### config.mk
export PLATFORM = sky130hd
export DESIGN_NAME = lane_read_eye_sweep_ctrl
export DESIGN_NICKNAME = d
export VERILOG_FILES = /design/src/rtl/lane_train_pkg.sv /design/src/rtl/eye_run_tracker.sv /design/src/rtl/lane_read_eye_sweep_ctrl.sv
export SDC_FILE = /design/constraint.sdc
export NUM_CORES = 1
export LEC_CHECK = 0
export CAP_MARGIN = 20
export CORE_MARGIN = 5
export CORE_UTILIZATION = 69
export CTS_CLUSTER_DIAMETER = 80
export CTS_CLUSTER_SIZE = 28
export DETAILED_ROUTE_END_ITERATION = 8
export DONT_BUFFER_PORTS = 1
export MAX_ROUTING_LAYER = met4
export PLACE_DENSITY_LB_ADDON = 0.2
export SLEW_MARGIN = 15
export SYNTH_ARGS = -nofsm -noshare
export SYNTH_HDL_FRONTEND = slang
export SYNTH_SLANG_ARGS = --single-unit
### constraint.sdc
create_clock -name FAB_CLK -period 7.2 [get_ports FAB_CLK]
set_input_delay 0 -clock FAB_CLK [delete_from_list [all_inputs] [get_ports FAB_CLK]]
set_output_delay 0 -clock FAB_CLK [all_outputs]
set_load 0.005 [all_outputs]
### src/rtl/lane_train_pkg.sv
// Shared types and constants for the lane read-training sequencer.
package lane_train_pkg;

    localparam int TAP_W = 8;
    localparam int LEN_W = 9;
    localparam int CNT_W = 16;

    localparam int DEF_DELAY_TAPS    = 128;
    localparam int DEF_SETTLE_CYCLES = 4;
    localparam int DEF_SAMPLE_CYCLES = 16;
    localparam int DEF_MIN_EYE       = 8;

    typedef enum logic [3:0] {
        IDLE,
        LOAD,
        CLEAR,
        SETTLE,
        SAMPLE,
        EVAL,
        STEP,
        RELOAD,
        SEEK,
        FINISH
    } train_state_e;

endpackage

### src/rtl/eye_run_tracker.sv
// Tracks the current passing run and the longest (earliest on ties) passing window.
module eye_run_tracker
    import lane_train_pkg::*;
(
    input  logic             clk,
    input  logic             rst_n,
    input  logic [TAP_W-1:0] tap,
    input  logic             pass,
    input  logic             eval_en,
    input  logic             clr,
    output logic [TAP_W-1:0] best_start,
    output logic [LEN_W-1:0] best_len
);

    logic [TAP_W-1:0] run_start;
    logic [TAP_W-1:0] run_start_nxt;
    logic [LEN_W-1:0] run_len;
    logic [LEN_W-1:0] run_len_nxt;

    // Candidate run after evaluating the current tap.
    always_comb begin
        run_len_nxt   = '0;
        run_start_nxt = run_start;
        if (pass) begin
            run_len_nxt = run_len + LEN_W'(1);
            if (run_len == '0) begin
                run_start_nxt = tap;
            end
        end
    end

    // Commit the run on each evaluation; a strictly longer run replaces the best window.
    always_ff @(posedge clk or negedge rst_n) begin
        if (!rst_n) begin
            run_start  <= '0;
            run_len    <= '0;
            best_start <= '0;
            best_len   <= '0;
        end else if (clr) begin
            run_start  <= '0;
            run_len    <= '0;
            best_start <= '0;
            best_len   <= '0;
        end else if (eval_en) begin
            run_start <= run_start_nxt;
            run_len   <= run_len_nxt;
            if (run_len_nxt > best_len) begin
                best_start <= run_start_nxt;
                best_len   <= run_len_nxt;
            end
        end
    end

endmodule

### src/rtl/lane_read_eye_sweep_ctrl.sv
// Read-eye sweep: step the RX delay line across all taps, find the widest clean window, park at its center.
module lane_read_eye_sweep_ctrl
    import lane_train_pkg::*;
#(
    parameter int DELAY_TAPS    = DEF_DELAY_TAPS,
    parameter int SETTLE_CYCLES = DEF_SETTLE_CYCLES,
    parameter int SAMPLE_CYCLES = DEF_SAMPLE_CYCLES,
    parameter int MIN_EYE       = DEF_MIN_EYE
) (
    input  logic             FAB_CLK,
    input  logic             ARST_N,
    input  logic             START,
    output logic             BUSY,
    output logic             DONE,
    output logic             FAIL,
    output logic [TAP_W-1:0] EYE_START,
    output logic [LEN_W-1:0] EYE_WIDTH,
    output logic [TAP_W-1:0] CENTER_TAP,
    output logic             DELAY_LINE_LOAD,
    output logic             DELAY_LINE_MOVE,
    output logic             DELAY_LINE_DIRECTION,
    input  logic             DELAY_LINE_OUT_OF_RANGE,
    output logic             EYE_MONITOR_CLEAR_FLAGS,
    input  logic             EYE_MONITOR_EARLY,
    input  logic             EYE_MONITOR_LATE
);

    localparam logic [TAP_W-1:0] LAST_TAP    = TAP_W'(DELAY_TAPS - 1);
    localparam logic [CNT_W-1:0] SETTLE_LAST = CNT_W'(SETTLE_CYCLES - 1);
    localparam logic [CNT_W-1:0] SAMPLE_LAST = CNT_W'(SAMPLE_CYCLES - 1);
    localparam logic [LEN_W-1:0] MIN_EYE_L   = LEN_W'(MIN_EYE);

    train_state_e     state;
    train_state_e     state_nxt;
    logic [TAP_W-1:0] tap;
    logic [TAP_W-1:0] tap_nxt;
    logic [TAP_W-1:0] target;
    logic [CNT_W-1:0] cnt;
    logic [CNT_W-1:0] cnt_nxt;
    logic             err;
    logic             start_acc;
    logic [TAP_W-1:0] best_start;
    logic [LEN_W-1:0] best_len;
    logic [LEN_W-1:0] center_sum;
    logic             reload_fail;
    logic [TAP_W-1:0] reload_target;

    eye_run_tracker u_tracker (
        .clk        (FAB_CLK),
        .rst_n      (ARST_N),
        .tap        (tap),
        .pass       (~err),
        .eval_en    (state == EVAL),
        .clr        (start_acc),
        .best_start (best_start),
        .best_len   (best_len)
    );

    assign DELAY_LINE_DIRECTION = 1'b1;

    // Park target derived from the best window; a failed eye parks at tap 0.
    always_comb begin
        center_sum    = {1'b0, best_start} + (best_len >> 1);
        reload_fail   = (best_len < MIN_EYE_L);
        reload_target = reload_fail ? '0 : center_sum[TAP_W-1:0];
    end

    // Next-state, tap and phase-counter logic.
    always_comb begin
        state_nxt = state;
        tap_nxt   = tap;
        cnt_nxt   = cnt;
        start_acc = 1'b0;
        case (state)
            IDLE: begin
                if (START) begin
                    state_nxt = LOAD;
                    start_acc = 1'b1;
                    tap_nxt   = '0;
                end
            end
            LOAD: begin
                tap_nxt   = '0;
                state_nxt = CLEAR;
            end
            CLEAR: begin
                cnt_nxt   = '0;
                state_nxt = SETTLE;
            end
            SETTLE: begin
                if (cnt == SETTLE_LAST) begin
                    cnt_nxt   = '0;
                    state_nxt = SAMPLE;
                end else begin
                    cnt_nxt = cnt + CNT_W'(1);
                end
            end
            SAMPLE: begin
                if (cnt == SAMPLE_LAST) begin
                    cnt_nxt   = '0;
                    state_nxt = EVAL;
                end else begin
                    cnt_nxt = cnt + CNT_W'(1);
                end
            end
            EVAL: begin
                if ((tap == LAST_TAP) || DELAY_LINE_OUT_OF_RANGE) begin
                    state_nxt = RELOAD;
                end else begin
                    state_nxt = STEP;
                end
            end
            STEP: begin
                tap_nxt   = tap + TAP_W'(1);
                state_nxt = CLEAR;
            end
            RELOAD: begin
                tap_nxt   = '0;
                state_nxt = (reload_target == '0) ? FINISH : SEEK;
            end
            SEEK: begin
                tap_nxt = tap + TAP_W'(1);
                if ((tap + TAP_W'(1)) == target) begin
                    state_nxt = FINISH;
                end
            end
            FINISH: begin
                state_nxt = IDLE;
            end
            default: begin
                state_nxt = IDLE;
            end
        endcase
    end

    // State, tap and counter registers.
    always_ff @(posedge FAB_CLK or negedge ARST_N) begin
        if (!ARST_N) begin
            state <= IDLE;
            tap   <= '0;
            cnt   <= '0;
        end else begin
            state <= state_nxt;
            tap   <= tap_nxt;
            cnt   <= cnt_nxt;
        end
    end

    // Sticky sampling error: cleared on SAMPLE entry, ORs in flags every sample cycle.
    always_ff @(posedge FAB_CLK or negedge ARST_N) begin
        if (!ARST_N) begin
            err <= 1'b0;
        end else if ((state_nxt == SAMPLE) && (state != SAMPLE)) begin
            err <= 1'b0;
        end else if (state == SAMPLE) begin
            err <= err | EYE_MONITOR_EARLY | EYE_MONITOR_LATE;
        end
    end

    // Results: captured at RELOAD, center captured on entry to FINISH.
    always_ff @(posedge FAB_CLK or negedge ARST_N) begin
        if (!ARST_N) begin
            FAIL       <= 1'b0;
            EYE_START  <= '0;
            EYE_WIDTH  <= '0;
            CENTER_TAP <= '0;
            target     <= '0;
        end else begin
            if (start_acc) begin
                FAIL <= 1'b0;
            end else if (state == RELOAD) begin
                FAIL      <= reload_fail;
                EYE_START <= best_start;
                EYE_WIDTH <= best_len;
                target    <= reload_target;
            end
            if ((state_nxt == FINISH) && (state != FINISH)) begin
                CENTER_TAP <= tap_nxt;
            end
        end
    end

    // Registered control pulses, aligned with the state that owns them.
    always_ff @(posedge FAB_CLK or negedge ARST_N) begin
        if (!ARST_N) begin
            BUSY                    <= 1'b0;
            DONE                    <= 1'b0;
            DELAY_LINE_LOAD         <= 1'b0;
            DELAY_LINE_MOVE         <= 1'b0;
            EYE_MONITOR_CLEAR_FLAGS <= 1'b0;
        end else begin
            BUSY                    <= (state_nxt != IDLE);
            DONE                    <= (state_nxt == FINISH);
            DELAY_LINE_LOAD         <= (state_nxt == LOAD) || (state_nxt == RELOAD);
            DELAY_LINE_MOVE         <= (state_nxt == STEP) || (state_nxt == SEEK);
            EYE_MONITOR_CLEAR_FLAGS <= (state_nxt == CLEAR);
        end
    end

endmodule

==> results.py <==
metrics = {
    "clock_tree": {
        "cts_buffer_depth": 2,
        "clkSinkCount": 102,
        "clock_latency_ns": 0.36,
        "cts_tree": "yes",
        "htreeDepth": 3,
        "cts_root_buf": "clkbuf_8",
        "cts-buffers-inserted": 9,
        "clk_pin_slew_ns": 0.09,
        "postCtsSetupBuffers": 0,
    },
    "timing": {
        "max_freq_mhz": 302,
        "min_period_ns": 3.31,
        "finClkSkew_ns": 0.00521,
        "fin_crit_sh": 0.460,
        "final-setup-viol-count": 0,
        "rsz0062_at_grt": "false",
        "fin_setup_tns_ns": 0,
        "slew_violations": 0,
        "worstMarginPinSlew_ns": 1.02,
        "slew_headroom": 0.319,
        "finalHoldViolCount": 0,
    },
    "power": {
        "pwr-share-comb": 0.363,
        "p_sw_w": 0.000813,
        "ir_worst_vdd_mv": 0.198,
        "p_sw_frac": 0.397,
        "p_per_area_nw_per_um2": 352,
        "clock_power_share": 0.176,
        "p_int_w": 0.00124,
        "leakagePower_nw": 2.63,
        "pwr-share-seq": 0.460,
    },
    "setup_path": {
        "cp_max_fo": 14,
        "cp_slowest_stage_delay_ns": 0.62,
        "crit_buf_inv": 1,
        "path_common_cell": "nor2_1",
        "worst_setup_path_end_kind": "flop",
        "cp.arrival_ns": 3.58,
        "path_delay_family": "compound AO/OA/AOI/OAI gates",
        "critical_path_class": "reg -> reg",
        "slowest_stage": "a21oi_2",
        "worstPathCellList": "ha_1 -> nand2_1 -> nor2_1 -> nand3_1 -> xor2_1 -> nor2_1 -> ha_1 -> and4_1 -> nand3_1 -> o221ai_1 -> a21oi_2 -> buf_6 -> nor2_1 -> a211oi_1",
        "start_kind": "flop",
        "crit_required_ns": 7.47,
    },
    "global_route": {
        "overflow": 0,
        "grt_pass1_wl_microns": 19600,
        "grt_max_degree": 103,
        "antenna_found_initial": 0,
        "grt_use_total": 0.251,
        "grt_pass1_vias": 4042,
    },
    "synth": {
        "netlist_top_cells_count": "102 x dfrtp_1, 91 x nand2_1, 58 x nor2_1, 44 x o21ai_0, 31 x a21oi_1",
        "async_flop_share": 1.00,
        "yosys-top-cells-area": "dfrtp_1 46%, nand2_1 6.2%, mux2i_1 5.1%",
        "yosys_warnings": 0,
        "syn_nets": 630,
        "synth.most_common_cell": "dfrtp_1",
        "synth_edf_count": 0,
        "synth_ff_type": "dfrtp_1",
        "syn_area_sq_um": 5530,
        "yosys.area.top_type_share": 0.461,
        "ys_seq_area_frac": 0.461,
        "syn_area_per_cell_sq_um": 9.18,
        "synth_largest_area_cell": "dfrtp_1",
        "synth_seq_cells": 102,
        "synth_cells": 603,
        "yosysUniqueCellTypes": 60,
    },
    "placement": {
        "hpwl_microns": 8070,
        "place_congestion": 0.874,
        "port_buffers": 0,
    },
    "die": {
        "core_area_sq_um": 7770,
        "die_width_microns": 99.6,
        "io_pins": 38,
        "die_h_microns": 99.6,
        "rows": 32,
        "dieArea_sq_um": 9910,
        "start_util": 0.712,
    },
    "finish": {
        "utilization": 0.749,
        "layout-drive-gt1-share": 0.0589,
        "syn2layout_area_growth_pct": 5.13,
        "diodes": 0,
        "fin_nets": 616,
    },
    "detailed_routing": {
        "vias_per_cell": 6.14,
        "wl_per_cell_microns": 16.4,
        "first_pass_iters": 5,
        "wl_microns": 11400,
        "num_vias": 4273,
        "drt_iter0_markers": 247,
        "drc_errors": 0,
        "postRouteAntennaNets": 0,
    },
    "hold_path": {
        "min_path_type": "in -> reg",
    },
    "run": {
        "drv_cap": 0,
    },
    "status": {
        "status": "finished, final reports clean",
    },
}
==> what timing repair did <==
action / in CTS / in global routing
hold buffers: 4 / 0
setup endpoints to repair: 0 / 0
gates resized for setup: 0 / 0
endpoints found under the hold margin: 103 / 0
==> metrics by stage <==
step / std cells / power [W] / setup WS, ns / hold slack, ns / cell area (sq um)
after detailed placement: 676 / 0.00168 / 3.98 / -0.292 / 5560
after CTS: 696 / 0.00206 / 3.92 / 0.185 / 5820
final: 696 / 0.00205 / 3.89 / 0.213 / 5820
after global routing: 696 / 0.00222 / 3.70 / 0.214 / 5820
after floorplan: 603 / 0.00150 / 4.44 / -0.296 / 5530
after global placement: 675 / 0.00164 / 3.95 / -0.293 / 5550
==> final timing paths <==
check	start	to	slack (ns)	cells after the start
setup / recovery	u_tracker.run_len[0]	u_tracker.best_start[0]	3.89	14
hold / removal	START	tap[0]	0.21	5
setup reg to reg	u_tracker.run_len[0]	u_tracker.best_start[0]	3.89	14
hold reg to reg	cnt[4]	cnt[4]	0.51	1
max in group asynchronous	ARST_N	u_tracker.run_start[2]	6.60	2
min in group asynchronous	ARST_N	cnt[6]	0.23	2
==> power by group through the flow <==
stage	clock, W	combinational [W]	sequential (W)
floorplan	0	0.000632	0.000864
global placement	0	0.000692	0.000949
detailed placement	0	0.000722	0.000953
CTS	0.000371	0.000743	0.000944
global route	0.000400	0.000848	0.000971
finish	0.000362	0.000744	0.000944
==> worst reg2reg max path, cell delays in order, from the launching register on <==
cell      delay [ns]
dfrtp_1         0.43
ha_1            0.24
nand2_1         0.07
nor2_1          0.17
nand3_1         0.13
xor2_1          0.16
nor2_1          0.18
ha_1            0.28
and4_1          0.19
nand3_1         0.08
o221ai_1        0.12
a21oi_2         0.62
buf_6           0.25
nor2_1          0.06
a211oi_1        0.23
==> cell families (layout without fill, tap and decap cells) <==
family / count (synthesis) / after routing / share of synthesized area
fa+ha+maj: 21 / 21 / 0.0488
compound gates: 123 / 123 / 0.137
simple gates: 242 / 242 / 0.208
mux: 36 / 36 / 0.0669
xor+xnor: 25 / 25 / 0.0396
other cells: 1 / 1 / 0.000678
flops: 102 / 102 / 0.461
buf+inv: 53 / 44 / 0.0380
==> area by class of cell <==
| type | count | area, sq um |
|---|---|---|
| fillers | 574 | 1950 |
| clock buffers | 11 | 141 |
| clock inverters | 5 | 58.8 |
| flip-flops and latches | 102 | 2550 |
| inverters | 20 | 75.1 |
| multi-input cells | 448 | 2770 |
| well taps | 102 | 128 |
| repair buffers | 8 | 91.3 |
==> registers in the layout, indices dropped and copies added, names as in the netlist <==
| signal | flops |
|---|---|
| u_tracker.run_start | 8 |
| DELAY_LINE_LOAD | 1 |
| err | 1 |
| BUSY | 1 |
| u_tracker.best_start | 8 |
| DONE | 1 |
| u_tracker.best_len | 9 |
| FAIL | 1 |
| EYE_START | 8 |
| u_tracker.run_len | 9 |
| state | 4 |
| tap | 8 |
| DELAY_LINE_MOVE | 1 |
| CENTER_TAP | 8 |
| target | 8 |
| EYE_MONITOR_CLEAR_FLAGS | 1 |
| EYE_WIDTH | 9 |
| cnt | 16 |
==> placed cells by master (no fill, tap or decap), drive strengths merged, types with 4 or more instances in the layout <==
cell type  Yosys  final
xor2          14     14
o21ai         44     44
nor2b          4      4
nor4           4      4
nor3          11     11
or3            5      5
mux2           8      8
nand2         91     91
dfrtp        102    102
a21oi         32     32
a21o           5      5
ha            20     20
buf            7      5
inv           20     20
nand3         20     20
o22ai          6      6
and3          11     11
mux2i         28     28
nand2b        10     10
o31ai          8      8
nand4          6      6
clkbuf        26     11
nand3b         4      4
a211oi         9      9
nor2          58     58
xnor2         11     11
==> routing by layer <==
layer  up-vias  wire length, microns  global-route usage  part of all wire
met2       118                  5280               0.388              0.46
met3        15                   716              0.0519             0.063
met4         0                   161              0.0662             0.014
li1       2068                     -                   -                 -
met1      2072                  5260               0.341              0.46
met5         -                     0                   -                 0
Power figures use the tool's default switching activity.
